--- config.mk ---
export PLATFORM = sky130hd
export DESIGN_NAME = mandel_band_sched
export DESIGN_NICKNAME = d
export VERILOG_FILES = /design/src/rtl/mandel_pkg.sv /design/src/rtl/mandel_pick_free.sv /design/src/rtl/mandel_band_sched.sv
export SDC_FILE = /design/constraint.sdc
export NUM_CORES = 1
export LEC_CHECK = 0
export CAP_MARGIN = 20
export CORE_MARGIN = 3
export CORE_UTILIZATION = 25
export CTS_CLUSTER_SIZE = 14
export DETAILED_ROUTE_END_ITERATION = 10
export PLACE_DENSITY_LB_ADDON = 0.25
export SYNTH_ARGS = -nofsm -noshare
export SYNTH_HDL_FRONTEND = slang
export SYNTH_SLANG_ARGS = --single-unit
--- constraint.sdc ---
create_clock -name clk -period 6.2 [get_ports clk]
set_input_delay 1.24 -clock clk [delete_from_list [all_inputs] [get_ports clk]]
set_output_delay 1.24 -clock clk [all_outputs]
set_load 0.03 [all_outputs]
--- src/rtl/mandel_pkg.sv ---
// Shared types and defaults for the Mandelbrot band scheduler: FSM states and
// the signed fixed-point coordinate format (FP_INT integer bits, rest fraction).
package mandel_pkg;

  localparam int FP_WIDTH = 25;
  localparam int FP_INT   = 4;

  typedef logic signed [FP_WIDTH-1:0] fp_t;

  typedef enum logic [1:0] {
    IDLE,
    DISPATCH,
    DRAIN,
    FIN
  } sched_state_t;

endpackage

--- src/rtl/mandel_pick_free.sv ---
// Lowest-index-free priority encoder: finds the first engine whose inflight
// bit is clear.
module mandel_pick_free #(
  parameter int N = 4
) (
  input  logic [N-1:0] inflight,
  output logic         valid,
  output logic [2:0]   idx
);

  // Scan from the top so the lowest free index is the one left standing.
  always_comb begin
    valid = 1'b0;
    idx   = '0;
    for (int i = N - 1; i >= 0; i--) begin
      if (!inflight[i]) begin
        valid = 1'b1;
        idx   = 3'(i);
      end
    end
  end

endmodule

--- src/rtl/mandel_band_sched.sv ---
// Splits a frame into horizontal bands and hands them to NUM_ENG render engines.
// Optional frame cycle counter enabled by defining MANDEL_SCHED_STATS_EN.
module mandel_band_sched #(
  parameter int CORDW     = 16,
  parameter int FP_WIDTH  = mandel_pkg::FP_WIDTH,
  parameter int FB_HEIGHT = 180,
  parameter int BAND_H    = 20,
  parameter int NUM_ENG   = 4
) (
  input  logic                          clk,
  input  logic                          rst_n,
  input  logic                          start,
  input  logic signed [FP_WIDTH-1:0]    x_start,
  input  logic signed [FP_WIDTH-1:0]    y_start,
  input  logic signed [FP_WIDTH-1:0]    step,
  output logic [NUM_ENG-1:0]            eng_start,
  output logic signed [FP_WIDTH-1:0]    eng_x_start,
  output logic signed [FP_WIDTH-1:0]    eng_step,
  output logic [NUM_ENG*FP_WIDTH-1:0]   eng_y_start,
  output logic [NUM_ENG*CORDW-1:0]      eng_row0,
  input  logic [NUM_ENG-1:0]            eng_done,
  output logic                          busy,
  output logic                          done,
  output logic [31:0]                   frame_cycles
);
  import mandel_pkg::*;

  localparam int NUM_BANDS = FB_HEIGHT / BAND_H;
  localparam int BW        = $clog2(NUM_BANDS + 1);

  sched_state_t                state, state_nxt;
  logic                        pending;
  logic [NUM_ENG-1:0]          inflight;
  logic [BW-1:0]               band;
  logic signed [FP_WIDTH-1:0]  y_acc, band_step;
  logic signed [FP_WIDTH-1:0]  y_reg [NUM_ENG];
  logic [CORDW-1:0]            row_reg [NUM_ENG];
  logic [CORDW-1:0]            row_cur;
  logic                        free_valid;
  logic [2:0]                  free_idx;
  logic                        accept, dispatch, last_band;

  mandel_pick_free #(.N(NUM_ENG)) u_pick (
    .inflight (inflight),
    .valid    (free_valid),
    .idx      (free_idx)
  );

  assign accept    = (state == IDLE) && (start || pending);
  assign dispatch  = (state == DISPATCH) && free_valid;
  assign last_band = (band == BW'(NUM_BANDS - 1));
  assign row_cur   = CORDW'(32'(band) * BAND_H);
  assign busy      = (state != IDLE);
  assign done      = (state == FIN);

  always_ff @(posedge clk or negedge rst_n) begin
    if (!rst_n) state <= IDLE;
    else        state <= state_nxt;
  end

  always_comb begin
    state_nxt = state;
    case (state)
      IDLE:     if (accept) state_nxt = DISPATCH;
      DISPATCH: if (dispatch && last_band) state_nxt = DRAIN;
      DRAIN:    if (inflight == '0) state_nxt = FIN;
      FIN:      state_nxt = IDLE;
      default:  state_nxt = IDLE;
    endcase
  end

  always_comb begin
    eng_start = '0;
    for (int i = 0; i < NUM_ENG; i++) begin
      if (dispatch && free_idx == 3'(i)) eng_start[i] = 1'b1;
    end
  end

  // A done on an engine not in flight is masked out by the AND.
  always_ff @(posedge clk or negedge rst_n) begin
    if (!rst_n) begin
      pending     <= 1'b0;
      inflight    <= '0;
      band        <= '0;
      y_acc       <= '0;
      band_step   <= '0;
      eng_x_start <= '0;
      eng_step    <= '0;
      for (int i = 0; i < NUM_ENG; i++) begin
        y_reg[i]   <= '0;
        row_reg[i] <= '0;
      end
    end else begin
      if (busy && start)  pending <= 1'b1;
      else if (accept)    pending <= 1'b0;
      inflight <= (inflight & ~eng_done) | eng_start;
      if (accept) begin
        band        <= '0;
        y_acc       <= y_start;
        band_step   <= step * FP_WIDTH'(BAND_H);
        eng_x_start <= x_start;
        eng_step    <= step;
      end else if (dispatch) begin
        band  <= band + 1'b1;
        y_acc <= y_acc + band_step;
      end
      for (int i = 0; i < NUM_ENG; i++) begin
        if (eng_start[i]) begin
          y_reg[i]   <= y_acc;
          row_reg[i] <= row_cur;
        end
      end
    end
  end

  // During the dispatch cycle the slice shows the band being handed out.
  for (genvar g = 0; g < NUM_ENG; g++) begin : g_out
    assign eng_y_start[g*FP_WIDTH +: FP_WIDTH] = eng_start[g] ? y_acc   : y_reg[g];
    assign eng_row0[g*CORDW +: CORDW]          = eng_start[g] ? row_cur : row_reg[g];
  end

`ifdef MANDEL_SCHED_STATS_EN
  logic [31:0] cyc_cnt;

  always_ff @(posedge clk or negedge rst_n) begin
    if (!rst_n) begin
      cyc_cnt      <= '0;
      frame_cycles <= '0;
    end else begin
      if (accept)                            cyc_cnt <= 32'd1;
      else if (busy && cyc_cnt != '1)        cyc_cnt <= cyc_cnt + 32'd1;
      if (state == FIN) frame_cycles <= (cyc_cnt == '1) ? '1 : cyc_cnt + 32'd1;
    end
  end
`else
  assign frame_cycles = '0;
`endif

endmodule
# After elaboration in Yosys (flattened, before gate mapping)
# Index checks and enable logic that the tools add are counted.
totals:
  regBits: 273
  output_inout_bits: 252
  input_bits: 82
classes:
  mux: 30
  n_bitwise: 3
  n_eq_ne: 10
  add_sub_neg: 2
  reduce_logical: 16
  multipliers: 2
ops:
  columns: ["cell", "count"]
  rows:
  - ["$mux 25", 6]
  - ["$mux 16", 4]
  - ["$add 25x25->25", 1]
  - ["$mul 25x4->23 const B", 1]
  - ["$mux 2", 7]
  - ["$mux 1", 10]
  - ["$logic_and 1x1->1", 8]
  - ["$mux 4", 2]
  - ["$pmux 2 s4", 1]
  - ["$mul 4x3->7 const B", 1]
  - ["$eq 3x2->1 const B", 2]
  - ["$reduce_bool 2->1", 3]
  - ["$add 4x1->4 const B", 1]
  - ["$and 4x4->4", 1]
  - ["$eq 2x2->1 const B", 2]
  - ["$eq 4x4->1 const B", 1]
  - ["$logic_not 4->1", 1]
  - ["$ne 2x2->1 const B", 2]
  - ["$not 4->4", 1]
  - ["$or 4x4->4", 1]
  - ["$eq 3x1->1 const B", 1]
  - ["$logic_not 3->1", 1]
  - ["$reduce_and 3->1", 1]
  - ["$eq 2x1->1 const B", 1]
  - ["3 further kinds", 3]

# Longest topological paths before layout
depth:
  word_depth: 8
  mapped_depth: 12
  mapped_depth_nobuf: 12

# Hierarchy
# A second synthesis with hierarchy kept.
hier_totals:
  hier_cells: 1373
  area_unflattened_um2: 12861.1
by_module_without_submodules:
  columns: ["mod", "n_inst", "area_per_inst_um2", "cells_per_inst", "seq_area_each_um2"]
  rows:
  - ["mandel_band_sched", 1, 12821.0, 1366, 6781.5]
  - ["mandel_pick_free", 1, 40.0, 7, 0.0]

# Worst setup path before layout
# No wires, ideal clock.
synth_timing:
  path_type: "input to register"
  start: "input step[1]"
  end: "register band_step[21]"
  setup_ns: 0.131
  arrival_ns: 3.469
  stages: 12
  setup_slack_ns: 2.600
  path_buffers: 0
  required_time_ns: 6.069
  path_cell_list: "ha_1 -> ha_1 -> inv_1 -> fa_1 -> nor2b_1 -> o31a_1 -> o41a_1 -> o41a_4 -> a21oi_4 -> a21oi_1 -> a41oi_1 -> o21ai_1"
synth_via:
  elab_chain_cells: 1
synth_rtl:
  columns: ["item", "line", "source"]
  rows:
  - ["from (decl)", "mandel_band_sched.sv:15", "input logic signed [FP_WIDTH-1:0] step,"]
  - ["$mul 25x4->23", "mandel_band_sched.sv:100", "band_step <= step * FP_WIDTH'(BAND_H);"]
  - ["to (signal assigned)", "mandel_band_sched.sv:100", null]
  - ["to (decl)", "mandel_band_sched.sv:35", "logic signed [FP_WIDTH-1:0] y_acc, band_step;"]
# Every way passes these cells.
# A chain may end at the register's enable or synchronous reset.

# Worst setup path in the final report
layout_timing:
  start: "register state[1]"
  end: "output eng_y_start[52]"
layout_via:
  elab_chain_cells: 5
layout_rtl:
  columns: ["item", "line", "source"]
  rows:
  - ["from (decl)", "mandel_band_sched.sv:31", "sched_state_t state, state_nxt;"]
  - ["from (signal assigned)", "mandel_band_sched.sv:58", "else state <= state_nxt;"]
  - ["$eq 2x1->1", "mandel_band_sched.sv:50", "assign dispatch = (state == DISPATCH) && free_valid;"]
  - ["$logic_and 1x1->1", "mandel_band_sched.sv:50", null]
  - ["$logic_and 1x1->1", "mandel_band_sched.sv:75", "if (dispatch && free_idx == 3'(i)) eng_start[i] = 1'b1;"]
  - ["$mux 1", "mandel_band_sched.sv:75", null]
  - ["$mux 25", null, null]
  - ["to (decl)", "mandel_band_sched.sv:19", "output logic [NUM_ENG*FP_WIDTH-1:0] eng_y_start,"]
# Every way passes these cells.

==> results list <==
- Run status: finished, final reports clean
- The most used flip-flop cell after synthesis is sky130_fd_sc_hd__dfrtp_1.
- Data arrival at the endpoint of the critical path: 4.37 ns
- Setup violations remaining at the end of the flow were counted as 0.
- Number of global-route vias before repair: 10400
- The share of synthesized area in the top cell type comes to 53.2%.
- Post-CTS Setup Repair Bufs: 0
- HP Start: y_reg[50]
* Die span in y: 232 um
- The count of final hold-check violations is 0.
* Clock Path Buffers: 3
- The later pin in the worst-skew pair is clocked with a latency of 0.55 ns.
- The cell count after synthesis came out at 1407.
* Maximum number of pins on one net before global-route repair: 114
- Required time reported for the critical path endpoint: 4.96 ns
- After synthesis, the most frequently instantiated cells are sky130_fd_sc_hd__nand2_1, sky130_fd_sc_hd__dfrtp_1, sky130_fd_sc_hd__o21ai_0.
- Post-synthesis sequential area ratio: 53.2%
- For this design the ratio of total power to cell area is 577 nW/um^2.
* Cells resized by post-CTS repair: 0
- The clock period could shrink to 5.61 ns.
- Final routed wirelength across all metal layers: 41600 um
- Post-synthesis average cell area: 9.05 sq um
- The clock network is responsible for 20.2% of the overall power.
- Gpl congestion: 0.861
- Highest net fanout along the worst path: 49
- Library cells used by synthesis: 54
* Setup Total Neg Slack: 0 ns
- Measured slew at the worst slew-check pin: 1.08 ns
- CTS placed an instance of sky130_fd_sc_hd__clkbuf_16 at the clock tree root.
- Summing over every cut layer, the via total after detailed routing is 10400.
* Reported leakage power: 8.40 nW
- Total die area: 53700 sq um
* Part of the power in registers: 28.6%
- Dividing the detail-routed wire length by the instance count gives 17.4 um.
- TritonCTS built the clock tree.
- Min-Delay Path Class: reg -> reg
- Pre-Repair DR Iteration Count: 4
- For this design, the sink count on the clock tree is 271.
* Detail Placement HPWL: 29100 um
* Hold buffer count at cts: 0
- Total of fill cells in the finished design: 5148
- Crit. End Element: output port
- After synthesis the netlist holds a flip-flop and latch count of 271.
- The core region is 50300 sq um.
* Element type at the critical path start: register
- Final ANT Viol Nets: 0
- The register with the most flip-flops in the layout has 100 of them.
- Overflow left after global routing: 0
- Int Power: 5.54 mW
- The first global-routing pass estimated 63500 um of wire.
- Fin util: 34.9%
- Critical Path Start: state[1]
- Switching power share of the total: 45.2%
- Number of buffers created by CTS: 35
- Number of remaining DRC errors: 0
- Via-to-Cell Ratio: 4.34
- Reg2Reg Launch Point: state[1]
* IO Pins: 334
* Leading post-synthesis cells by cell area: sky130_fd_sc_hd__dfrtp_1, sky130_fd_sc_hd__nand2_1, sky130_fd_sc_hd__ha_1, sky130_fd_sc_hd__o21ai_0, sky130_fd_sc_hd__a21oi_1
- Htree depth: 2
- Across the run, the number of max-cap violations was 0.
- Slew margin rel.: 27.4%
- Final-stage net count: 1850
* Highest achievable clock rate: 178 MHz
- Row count: 82
- Max-slew violation total from the final report: 0
* Leading area contributor after synthesis: sky130_fd_sc_hd__dfrtp_1
- Share of post-route cells with drive strength above 1: 4.60%
- Unrepaired setup endpoints after global routing: no
- Once the floorplan was initialized, standard cells occupied 25.3% of the core.
* Part of the total power dissipated in combinational logic: 51.3%
- Die extent in x: 232 um
* Worst VDD drop: 0.000257 V
* Net Sw Power: 4.57 mW
- The critical path is of the reg -> out type.
- Final Cycle Share: 90.5%
- After clock tree synthesis, the clock-pin slew on the worst setup and hold paths is 0.06 ns.
- Number of antenna violations at the first check in global routing: 5
* Setup clock skew after layout: 0.0234 ns
- Post-synthesis async set-or-reset flop share: 100%
- The area growth from synthesis to layout is 37.7%.
* Total GRT Usage: 15.3%
- Yosys mapped a number of flops with a built-in enable equal to 0.
* Number of DRC violations after detailed-routing iteration 0: 623
- Number of warnings issued by yosys: 0
- In this run the cell area of the synthesized design comes to 12700 sq um.
- In this run the tool buffered the top-level ports with 301 buffer cells.
- Most frequent cell after synthesis: sky130_fd_sc_hd__nand2_1
cells in the final DEF, fill, tap and decap left out, drive strengths merged, types with 3 or more instances in the layout:
| cell type | count |
|---|---|
| nand2 | 557 |
| clkdlybuf4s50 | 300 |
| dfrtp | 271 |
| o21ai | 83 |
| ha | 71 |
| a21oi | 55 |
| clkbuf | 49 |
| nor2 | 43 |
| and2 | 38 |
| conb | 32 |
| inv | 29 |
| xnor2 | 20 |
| xor2 | 16 |
| a21o | 15 |
| nand3 | 14 |
| buf | 13 |
| clkinv | 11 |
| o21bai | 9 |
| a211oi | 9 |
| a31oi | 9 |
| nand2b | 8 |
| and3 | 7 |
| nor2b | 5 |
| o21a | 5 |
| nor3 | 5 |
| nand4 | 4 |
| o211ai | 3 |
| a211o | 3 |
| fa | 3 |
| or3 | 3 |
| a221oi | 3 |
per-layer routing:
metal,wire length (um),global-route usage [%]
met1,19300,20.5
met5,28,0
met4,1010,4.73
met2,19300,24.9
met3,1960,2.86
final timing paths:
path,endpoint,slack (ns),cells after the start
max reg2reg,y_reg[27],2.85,7
max,eng_y_start[52],0.59,8
min,y_reg[50],0.47,2
min reg2reg,y_reg[50],0.47,2
min in group asynchronous,row_reg[29],0.77,1
max in group asynchronous,band_step[12],4.16,2
through the flow:
stage                     setup slack, ns  cell area (sq um)  power, mW  cells  hold slack [ns]
after floorplan                      2.60              12900       6.04   1438            0.443
after global placement               1.22              16400       8.10   2328            0.452
after detailed placement             1.09              16400       8.15   2328            0.458
after CTS                           0.482              17500       10.3   2390            0.472
after global routing                0.251              17500       10.8   2392            0.481
final                               0.590              17500       10.1   2393            0.469
kinds of logic (layout without fill, tap and decap cells):
family                   Yosys count  in the layout  share of synthesized area [%]
AO/OA/AOI/OAI                    210            210                           10.1
XOR/XNOR                          36             36                           2.48
adder cells (fa/ha/maj)           74             74                           7.45
buffers and inverters            125            406                           4.70
flip-flops                       271            271                           53.2
multiplexers                       2              2                          0.157
other                              1             34                         0.0294
AND/OR/NAND/NOR                  688            688                           21.9
critical path, stage by stage, from the launching register on:
cell	delay, ns
sky130_fd_sc_hd__dfrtp_1	0.38
sky130_fd_sc_hd__inv_1	0.09
sky130_fd_sc_hd__ha_1	0.27
sky130_fd_sc_hd__nand2_1	0.12
sky130_fd_sc_hd__or3_2	0.75
sky130_fd_sc_hd__clkinv_1	1.15
sky130_fd_sc_hd__nand2_1	0.34
sky130_fd_sc_hd__nand2_1	0.11
sky130_fd_sc_hd__clkdlybuf4s50_1	0.60
power by group through the flow:
stage,logic [mW],clock network [mW],registers (mW)
after detailed placement,5.23,0,2.92
after CTS,5.25,2.13,2.90
after global placement,5.18,0,2.92
after global routing,5.69,2.18,2.97
final,5.18,2.04,2.89
after floorplan,3.04,0,3.00
layout make-up:
| type | count | area [sq um] | share of cell area [%] |
|---|---|---|---|
| Clock inverter | 13 | 161 | 0.920 |
| Clock buffer | 49 | 988 | 5.64 |
| Tap cell | 672 | 841 | 4.79 |
| Timing Repair Buffer | 313 | 3140 | 17.9 |
| Antenna cell | 2 | 5.00 | 0.0285 |
| Multi-Input combinational cell | 1042 | 5500 | 31.4 |
| Inverter | 31 | 116 | 0.664 |
| Sequential cell | 271 | 6780 | 38.7 |
Power figures use the tool's default switching activity.
